$ cat config.mk
export PLATFORM = sky130hd
export DESIGN_NAME = ch_est_sched
export DESIGN_NICKNAME = d
export VERILOG_FILES = /design/src/rtl/ch_est_sched.sv
export SDC_FILE = /design/constraint.sdc
export NUM_CORES = 1
export LEC_CHECK = 0
export CAP_MARGIN = 20
export CORE_MARGIN = 5
export CORE_UTILIZATION = 41
export DETAILED_ROUTE_END_ITERATION = 12
export GPL_TIMING_DRIVEN = 1
export PLACE_DENSITY = 0.83
export SYNTH_ARGS = -nofsm -noshare
export SYNTH_HDL_FRONTEND = slang
export SYNTH_SLANG_ARGS = --single-unit
$ cat constraint.sdc
create_clock -name clk -period 1.5 [get_ports clk]
set_clock_uncertainty 0.1 [all_clocks]
set_input_delay 0.3 -clock clk [delete_from_list [all_inputs] [get_ports clk]]
set_output_delay 0.3 -clock clk [all_outputs]
set_load 0.01 [all_outputs]
$ cat src/rtl/ch_est_sched.sv
// ch_est_sched: NB-IoT subframe scheduler launching one channel-estimation run per data subframe.
// Optional watchdog on WAIT_RDY/RUN enabled by CH_EST_SCHED_TIMEOUT_EN.
module ch_est_sched #(
  parameter int TIMEOUT_W   = 12,
  parameter int TIMEOUT_CYC = 3000
) (
  input  logic       clk,
  input  logic       rst,
  input  logic       sf_start,
  input  logic       sfn_lsb,
  input  logic [2:0] v_shift,
  input  logic       demap_ready,
  input  logic       nrs_gen_ready,
  input  logic       core_done,
  input  logic       err_clr,
  output logic       core_start,
  output logic [2:0] core_v_shift,
  output logic       est_ack_demap,
  output logic       est_ack_nrs,
  output logic [3:0] sf_idx,
  output logic       sf_skip,
  output logic       busy,
  output logic       err_overrun,
  output logic       err_timeout
);
  typedef enum logic [1:0] {IDLE, WAIT_RDY, RUN, ACK} state_t;
  state_t     state;
  logic       demap_flag, nrs_flag, dem_ok, nrs_ok, skip, tmo;
  logic [3:0] nidx;
  always_comb begin
    nidx   = sf_idx == 4'd9 ? 4'd0 : sf_idx + 4'd1;
    skip   = nidx == 4'd0 || nidx == 4'd5 || (nidx == 4'd9 && !sfn_lsb);
    dem_ok = demap_flag | demap_ready;
    nrs_ok = nrs_flag | nrs_gen_ready;
  end
`ifdef CH_EST_SCHED_TIMEOUT_EN
  logic [TIMEOUT_W-1:0] wd;
  // wd equals the number of cycles already spent in WAIT_RDY/RUN for this run
  assign tmo = (state == WAIT_RDY || state == RUN) && wd == TIMEOUT_W'(TIMEOUT_CYC - 1);
  always_ff @(posedge clk) begin
    if (rst) begin
      wd          <= '0;
      err_timeout <= 1'b0;
    end else begin
      wd          <= (state == WAIT_RDY || state == RUN) ? wd + 1'b1 : '0;
      err_timeout <= tmo | (err_timeout & ~err_clr);
    end
  end
`else
  logic unused_cfg;
  assign unused_cfg  = ^{TIMEOUT_W, TIMEOUT_CYC};
  assign tmo         = 1'b0;
  assign err_timeout = 1'b0;
`endif
  always_ff @(posedge clk) begin
    if (rst) begin
      state         <= IDLE;
      sf_idx        <= 4'd9;
      core_v_shift  <= 3'd0;
      core_start    <= 1'b0;
      est_ack_demap <= 1'b0;
      est_ack_nrs   <= 1'b0;
      sf_skip       <= 1'b0;
      busy          <= 1'b0;
      err_overrun   <= 1'b0;
      demap_flag    <= 1'b0;
      nrs_flag      <= 1'b0;
    end else begin
      core_start    <= 1'b0;
      est_ack_demap <= 1'b0;
      est_ack_nrs   <= 1'b0;
      sf_skip       <= 1'b0;
      if (sf_start) sf_idx <= nidx;
      err_overrun <= (sf_start && state != IDLE) | (err_overrun & ~err_clr);
      case (state)
        IDLE: if (sf_start) begin
          if (skip) sf_skip <= 1'b1;
          else begin
            core_v_shift <= v_shift;
            demap_flag   <= 1'b0;
            nrs_flag     <= 1'b0;
            busy         <= 1'b1;
            state        <= WAIT_RDY;
          end
        end
        WAIT_RDY: begin
          demap_flag <= dem_ok;
          nrs_flag   <= nrs_ok;
          if (tmo) begin
            est_ack_demap <= 1'b1;
            est_ack_nrs   <= 1'b1;
            state         <= ACK;
          end else if (dem_ok && nrs_ok) begin
            core_start <= 1'b1;
            state      <= RUN;
          end
        end
        RUN: if (tmo || core_done) begin
          est_ack_demap <= 1'b1;
          est_ack_nrs   <= 1'b1;
          state         <= ACK;
        end
        default: begin
          busy  <= 1'b0;
          state <= IDLE;
        end
      endcase
    end
  end
endmodule

==> summary.txt, run 1 <==
Status
  • Status: finished, violations left
  • Violated checks: setup timing

Synth
  • Top-count cell post-synth: dfxtp_1
  • Area of the mapped netlist: 878.3 um2
  • Number of distinct library cells after synthesis: 31
  • Top-area cell type share of the netlist area: 0.3647
  • Synthesized instance count: 92
  • Syn_nets: 107
  • Area leader, netlist: dfxtp_1
  • #FFs+latches synth: 16
  • Number of enable flip-flop cells after synthesis: 0
  • Leading cell types by count after synthesis: 16 x dfxtp_1, 11 x nand2b_1, 6 x nor2_1, 5 x mux2i_1, 5 x nand2_1
  • Post-synthesis sequential area ratio: 0.3647
  • Synth warn: 0
  • Flip-flop cell with the highest count after synthesis: dfxtp_1
  • Avg Cell Area, Syn: 9.547 um2
  • Leading cell types by total area after synthesis: dfxtp_1 36%, nand2b_1 7.8%, a2111oi_4 6.3%, ha_1 5.7%, mux2i_1 5.7%
  • Proportion of synthesized flip-flops having asynchronous set or reset: 0

Clocking
  • Clock root cell: clkbuf_4
  • Number of buffers between clock root and the deepest sink: 2
  • Clock latency on the worst-skew pair: 290 ps
  • CTS tree: yes
  • CTS buffer count: 3
  • Number of hold buffers added after CTS: 0
  • Clock-pin slew reported for the worst setup and hold paths after clock tree synthesis: 100 ps
  • CTS H-tree depth: 1
  • CTS sink count: 16

Cells and area
  • Area growth from synthesis to layout: 52.71%
  • Fin util: 0.6700
  • Post-layout net count: 149
  • Fraction of layout cells with a size suffix above 1: 0.3083
  • Diode insertion count for antenna repair: 0
  • Final design instance area without fill: 1341 um2
  • Number of inserted filler cells in the final layout: 162

Floorplanning
  • Core region area: 2002 um2
  • Initial cell density of the core: 0.4387
  • Die Span X: 56.29 um
  • Row Count: 16
  • Floorplan die area: 3168 um2
  • Number of placed I/O pins: 25
  • Die height: 56.29 um

Critical path
  • Register-to-Register Path Depth: 5
  • CP Class: register to register
  • Type of element launching the critical path: register
  • Endpoint type of the worst setup path: register
  • CP arrival: 1690 ps
  • Maximum fanout count along the critical path: 6
  • Data required time at the worst endpoint: 1590 ps

Routing
  • Count of TritonRoute iterations in the first routing pass: 4
  • Initial DRC count: 8
  • Wire length reported by the detailed router: 2012 um
  • Drc violations: 0
  • Vias post-DR: 781
  • Via-per-instance ratio: 4.881
  • Final ANT Viol Nets: 0
  • Routed len/inst: 12.58 um

Timing
  • Hold Vio Cnt, Final: 0
  • Period utilisation layout: 1.065
  • F_max: 626.1 MHz
  • Setup ws final: -97.12 ps
  • Max-slew violation count: 0
  • Setup repair after global routing missed its margin: yes
  • Time the worst path needs with I/O delays and setup: 1597 ps
  • Fin Setup TNS: -507.3 ps
  • Finish-stage setup viols: 8

Global route
  • Number of global-route vias before repair: 767
  • Remaining global-route overflow: 0
  • Global-route wire length before repair: 3332 um
  • Total routing usage reported by global routing: 0.1320
  • Antenna violations before repair: 0
  • Maximum number of pins on one net before global-route repair: 22

Placed design
  • GP Congestion: 0.7515
  • Worst slack at placement: -485.0 ps
  • Total cell area at the placement stage: 1262 um2
  • IO Port Bufs: 23
  • Half-perimeter wire length after detailed placement: 1403 um

Worst hold path
  • Worst hold path type: primary input to register
  • Depth of the worst hold-timing path: 4

Pwr
  • Pwr per Cell Area: 1133 nW/um2
  • Peak ir drop on the vdd network: 0.6042 mV
  • Static leakage power: 0.5831 nW

Flow run
  • Count of max-cap constraint violations: 0
==> cells by family after synthesis <==
kind of cell	count (synthesis)	synth area share
buffers and inverters	8	0.04273
xor gates and xnor gates	1	0.009973
adders and majority gates	4	0.05698
other	1	0.004269
and+or+nand+nor	41	0.2863
AOI/OAI and AO/OA	16	0.1781
muxes	5	0.05698
DFF	16	0.3647
==> state kept, by name, indices dropped and copies added, names as in the netlist <==
register / flops
err_overrun: 1
est_ack_nrs: 1
core_v_shift: 3
nrs_flag: 1
busy: 1
core_start: 1
sf_skip: 1
state: 2
sf_idx: 4
demap_flag: 1
==> final cells by class <==
type	instances	area (um2)	share of cell area
multi-input cells	68	563.0	0.4198
repair buffers	42	375.4	0.2798
flip-flops and latches	16	331.6	0.2472
well taps	27	33.78	0.02519
clock buffers	3	22.52	0.01679
inverters	3	11.26	0.008395
clock inverters	1	3.754	0.002798
==> critical path, cell delays in order, from the launching register on <==
cell and delay (ps):
dfxtp_4 370, or4b_4 520, o31ai_4 90, buf_6 170, nor4b_4 60, a2111oi_4 180
==> layer usage <==
metal / wire [um] / global-route usage / vias up
li1: - / - / 394
met1: 865 / 0.1444 / 363
met2: 1002 / 0.2387 / 20
met3: 105 / 0.02982 / 4
met4: 38 / 0.06102 / 0
met5: 0 / 0 / -
==> placed cells by master, fill, tap and decap left out, types with 4 or more instances in the layout <==
cell type / Yosys / layout
a21oi_1: 4 / 4
buf_4: 2 / 16
clkdlybuf4s50_1: 0 / 8
dfxtp_1: 16 / 11
dlygate4sd2_1: 0 / 12
mux2i_1: 5 / 5
nand2_1: 5 / 4
nand2b_1: 11 / 11
nor2_1: 6 / 6
nor2b_1: 4 / 4
==> final timing paths <==
kind / startpoint / endpoint / slack, ps
setup / recovery: sf_idx[2] / nrs_flag / -100
hold / removal: sf_start / sf_skip / 360
setup reg to reg: sf_idx[2] / nrs_flag / -100
hold reg to reg: err_overrun / err_overrun / 370
==> where the power goes <==
part | total (mW) | switching (mW) | internal, mW | leakage (nW)
registers | 0.525 | 0.0389 | 0.486 | 0.133
logic | 0.753 | 0.344 | 0.409 | 0.435
clock network | 0.243 | 0.146 | 0.0968 | 0.0154
total | 1.52 | 0.529 | 0.991 | 0.583
==> per-stage QoR <==
stage	instances	power (mW)	hold WS (ps)
6_report	160	1.520	360.5
5_1_grt	160	1.615	371.0
4_1_cts	158	1.479	372.3
3_5_place_dp	151	1.236	356.5
3_3_place_gp	151	1.216	346.0
2_1_floorplan	92	0.9504	318.3
==> what timing repair did <==
| item | CTS | global route |
|---|---|---|
| pin swaps | 6 | 3 |
| endpoints found under the setup margin | 21 | 11 |
| buffers inserted | 3 | 2 |
| gates resized for setup | 24 | 6 |
Power figures use the tool's default switching activity.
==> run 2: changes to the inputs <==
--- a/config.mk
+++ b/config.mk
@@ -10,7 +10,8 @@
 export CORE_UTILIZATION = 41
 export DETAILED_ROUTE_END_ITERATION = 12
 export GPL_TIMING_DRIVEN = 1
-export PLACE_DENSITY = 0.83
+export HOLD_SLACK_MARGIN = 0.03
+export PLACE_DENSITY = 0.81
 export SYNTH_ARGS = -nofsm -noshare
 export SYNTH_HDL_FRONTEND = slang
 export SYNTH_SLANG_ARGS = --single-unit
==> summary.txt, run 2 (synthesis results as in run 1) <==
Global route
  • Total routing usage reported by global routing: 0.1344 (was 0.1320)
  • Global-route wire length before repair: 3387 um (was 3332 um)
  • Antenna violations before repair: 0 (unchanged)
  • Maximum number of pins on one net before global-route repair: 22 (unchanged)
  • Remaining global-route overflow: 0 (unchanged)
  • Number of global-route vias before repair: 812 (was 767)

Placed design
  • Half-perimeter wire length after detailed placement: 1422 um (was 1403 um)
  • IO Port Bufs: 23 (unchanged)
  • Worst slack at placement: -486.4 ps (was -485.0 ps)
  • GP Congestion: 0.7290 (was 0.7515)

Critical path
  • Critical Path Source: sf_idx[3] (was sf_idx[2])
  • R2r startpoint: sf_idx[3] (was sf_idx[2])
  • CP arrival: 1690 ps (about the same)
  • Data required time at the worst endpoint: 1580 ps (was 1590 ps)
  • Type of element launching the critical path: register (unchanged)
  • CP Class: register to register (unchanged)
  • Maximum fanout count along the critical path: 4 (was 6)
  • Endpoint type of the worst setup path: register (unchanged)

Cells and area
  • Commonest non-fill, non-tap cell in the layout: buf_4 (unchanged)
  • Register with the most flip-flops: sf_idx (unchanged)
  • Post-layout net count: 148 (was 149)
  • Fraction of layout cells with a size suffix above 1: 0.2955 (was 0.3083)
  • Max FFs per register: 4 (unchanged)
  • Biggest regs: sf_idx: 4 flops, core_v_shift: 3 flops, state: 2 flops (unchanged)
  • Diode insertion count for antenna repair: 0 (unchanged)
  • Number of inserted filler cells in the final layout: 168 (was 162)
  • Commonest cells after routing, fill and taps aside: 15 x buf_4, 11 x nand2b_1, 11 x dfxtp_1, 11 x dlygate4sd2_1, 9 x clkdlybuf4s50_1 (was 16 x buf_4, 12 x dlygate4sd2_1, 11 x nand2b_1, 11 x dfxtp_1, 8 x clkdlybuf4s50_1)
  • Area growth from synthesis to layout: 51.85% (was 52.71%)

Timing
  • Setup repair after global routing missed its margin: yes (unchanged)
  • Setup ws final: -112.1 ps (was -97.12 ps)
  • Time the worst path needs with I/O delays and setup: 1612 ps (was 1597 ps)
  • Finish-stage setup viols: 5 (was 8)
  • Max-slew violation count: 0 (unchanged)
  • Period utilisation layout: 1.075 (was 1.065)
  • Hold Vio Cnt, Final: 0 (unchanged)
  • Fin Setup TNS: -465.1 ps (was -507.3 ps)
  • F_max: 620.3 MHz (was 626.1 MHz)

Pwr
  • Pwr per Cell Area: 1128 nW/um2 (was 1133 nW/um2)
  • Sw Share: 0.3481 (was 0.3479)
  • Power after layout: 1.505 mW (was 1.520 mW)
  • Static leakage power: 0.5666 nW (was 0.5831 nW)
  • Net switching power of the design: 523.8 uW (was 528.7 uW)
  • Peak ir drop on the vdd network: 0.6066 mV (was 0.6042 mV)
  • Sequential share of power: 0.350 (was 0.345)
  • Share of total power in the clock network: 0.160 (about the same)
  • Internal cell power: 981.0 uW (was 991.1 uW)
  • Combinational cell fraction of total power: 0.490 (was 0.495)

Routing
  • Initial DRC count: 9 (was 8)
  • Vias post-DR: 783 (was 781)
  • Final ANT Viol Nets: 0 (unchanged)
  • Via-per-instance ratio: 4.925 (was 4.881)
  • Wire length on met3: 99 um (was 105 um)
  • Routed len/inst: 12.20 um (was 12.58 um)
  • Top layer used by detailed routing: met4 (unchanged)
  • Metal1 wirelength: 834 um (was 865 um)
  • Drc violations: 0 (unchanged)
  • Wire length reported by the detailed router: 1940 um (was 2012 um)
  • WL met2: 956 um (was 1002 um)
  • Count of TritonRoute iterations in the first routing pass: 4 (unchanged)

Floorplanning
  • Initial cell density of the core: 0.4387 (unchanged)
  • Row Count: 16 (unchanged)
  • Number of placed I/O pins: 25 (unchanged)
  • Core region area: 2002 um2 (unchanged)
  • Die height: 56.29 um (unchanged)
  • Floorplan die area: 3168 um2 (unchanged)
  • Die Span X: 56.29 um (unchanged)

Clocking
  • CTS H-tree depth: 1 (unchanged)
  • Number of hold buffers added after CTS: 0 (unchanged)
  • Clock latency on the worst-skew pair: 290 ps (about the same)
  • CTS buffer count: 3 (unchanged)
  • CTS tree: yes (unchanged)
  • Clock-pin slew reported for the worst setup and hold paths after clock tree synthesis: 100 ps (about the same)
  • Clock root cell: clkbuf_4 (unchanged)
  • CTS sink count: 16 (unchanged)
  • Number of buffers between clock root and the deepest sink: 2 (unchanged)

Worst hold path
  • Start point of the worst min-delay path: busy (was sf_start)
  • Worst hold path type: register to register (was primary input to register)

Flow run
  • Count of max-cap constraint violations: 0 (unchanged)

Status
  • Status: finished, violations left (unchanged)
  • Violated checks: setup timing (unchanged)
-- run 2: cell types whose count changed in the layout (fill, tap and decap cells not counted), sizes merged --
cell,before,now
buf,20,18
clkdlybuf4s50,8,9
clkdlybuf4s15,1,3
dlygate4sd2,12,11
dlymetal6s2s,1,0
-- run 2: cell type report --
class	count	area (um2)	share of cell area
Timing Repair Buffer	41	371.6	0.2786
Clock inverter	1	3.754	0.002814
Inverter	3	11.26	0.008443
Tap cell	27	33.78	0.02533
Multi-Input combinational cell	68	559.3	0.4193
Sequential cell	16	331.6	0.2486
Clock buffer	3	22.52	0.01689
-- run 2: through the flow --
step	instance area (um2)	instances	utilization	hold WS (ps)
global placement	1262	151	0.6306	347.0
finish	1334	159	0.6663	368.8
detailed placement	1262	151	0.6306	356.4
floorplan	907.1	92	-	318.3
CTS	1330	159	0.6644	374.8
global route	1334	159	0.6663	403.2
-- run 2: worst max-delay path, cell delays in order, from the launching register on --
cell	delay (ps)
dfxtp_2	350
or4b_4	570
buf_6	140
a21boi_2	130
a211oi_2	80
mux2i_1	130
-- run 2: timing repair --
item / in CTS / in global routing
buffers inserted: 4 / 0
endpoints found under the setup margin: 21 / 12
pin swaps: 8 / 0
gates resized for setup: 24 / 3
-- run 2: power by group through the flow --
stage / registers, mW / clock network (mW) / logic (mW)
floorplan: 0.547 / 0 / 0.404
global placement: 0.530 / 0 / 0.686
detailed placement: 0.532 / 0 / 0.704
CTS: 0.526 / 0.243 / 0.730
global route: 0.535 / 0.271 / 0.804
finish: 0.527 / 0.240 / 0.738
-- run 2: final timing paths --
kind / to / slack [ps] / cells past startpoint
worst max-delay path: state[1] / -110 / 5
worst min-delay path: busy / 370 / 1
worst max register to register: state[1] / -110 / 5
worst min register to register: busy / 370 / 1
-- run 2: routing by layer --
layer | global-route usage | up-vias
li1 | - | 392
met1 | 0.1431 | 365
met2 | 0.2387 | 21
met3 | 0.02982 | 5
met4 | 0.08136 | 0
met5 | 0 | -
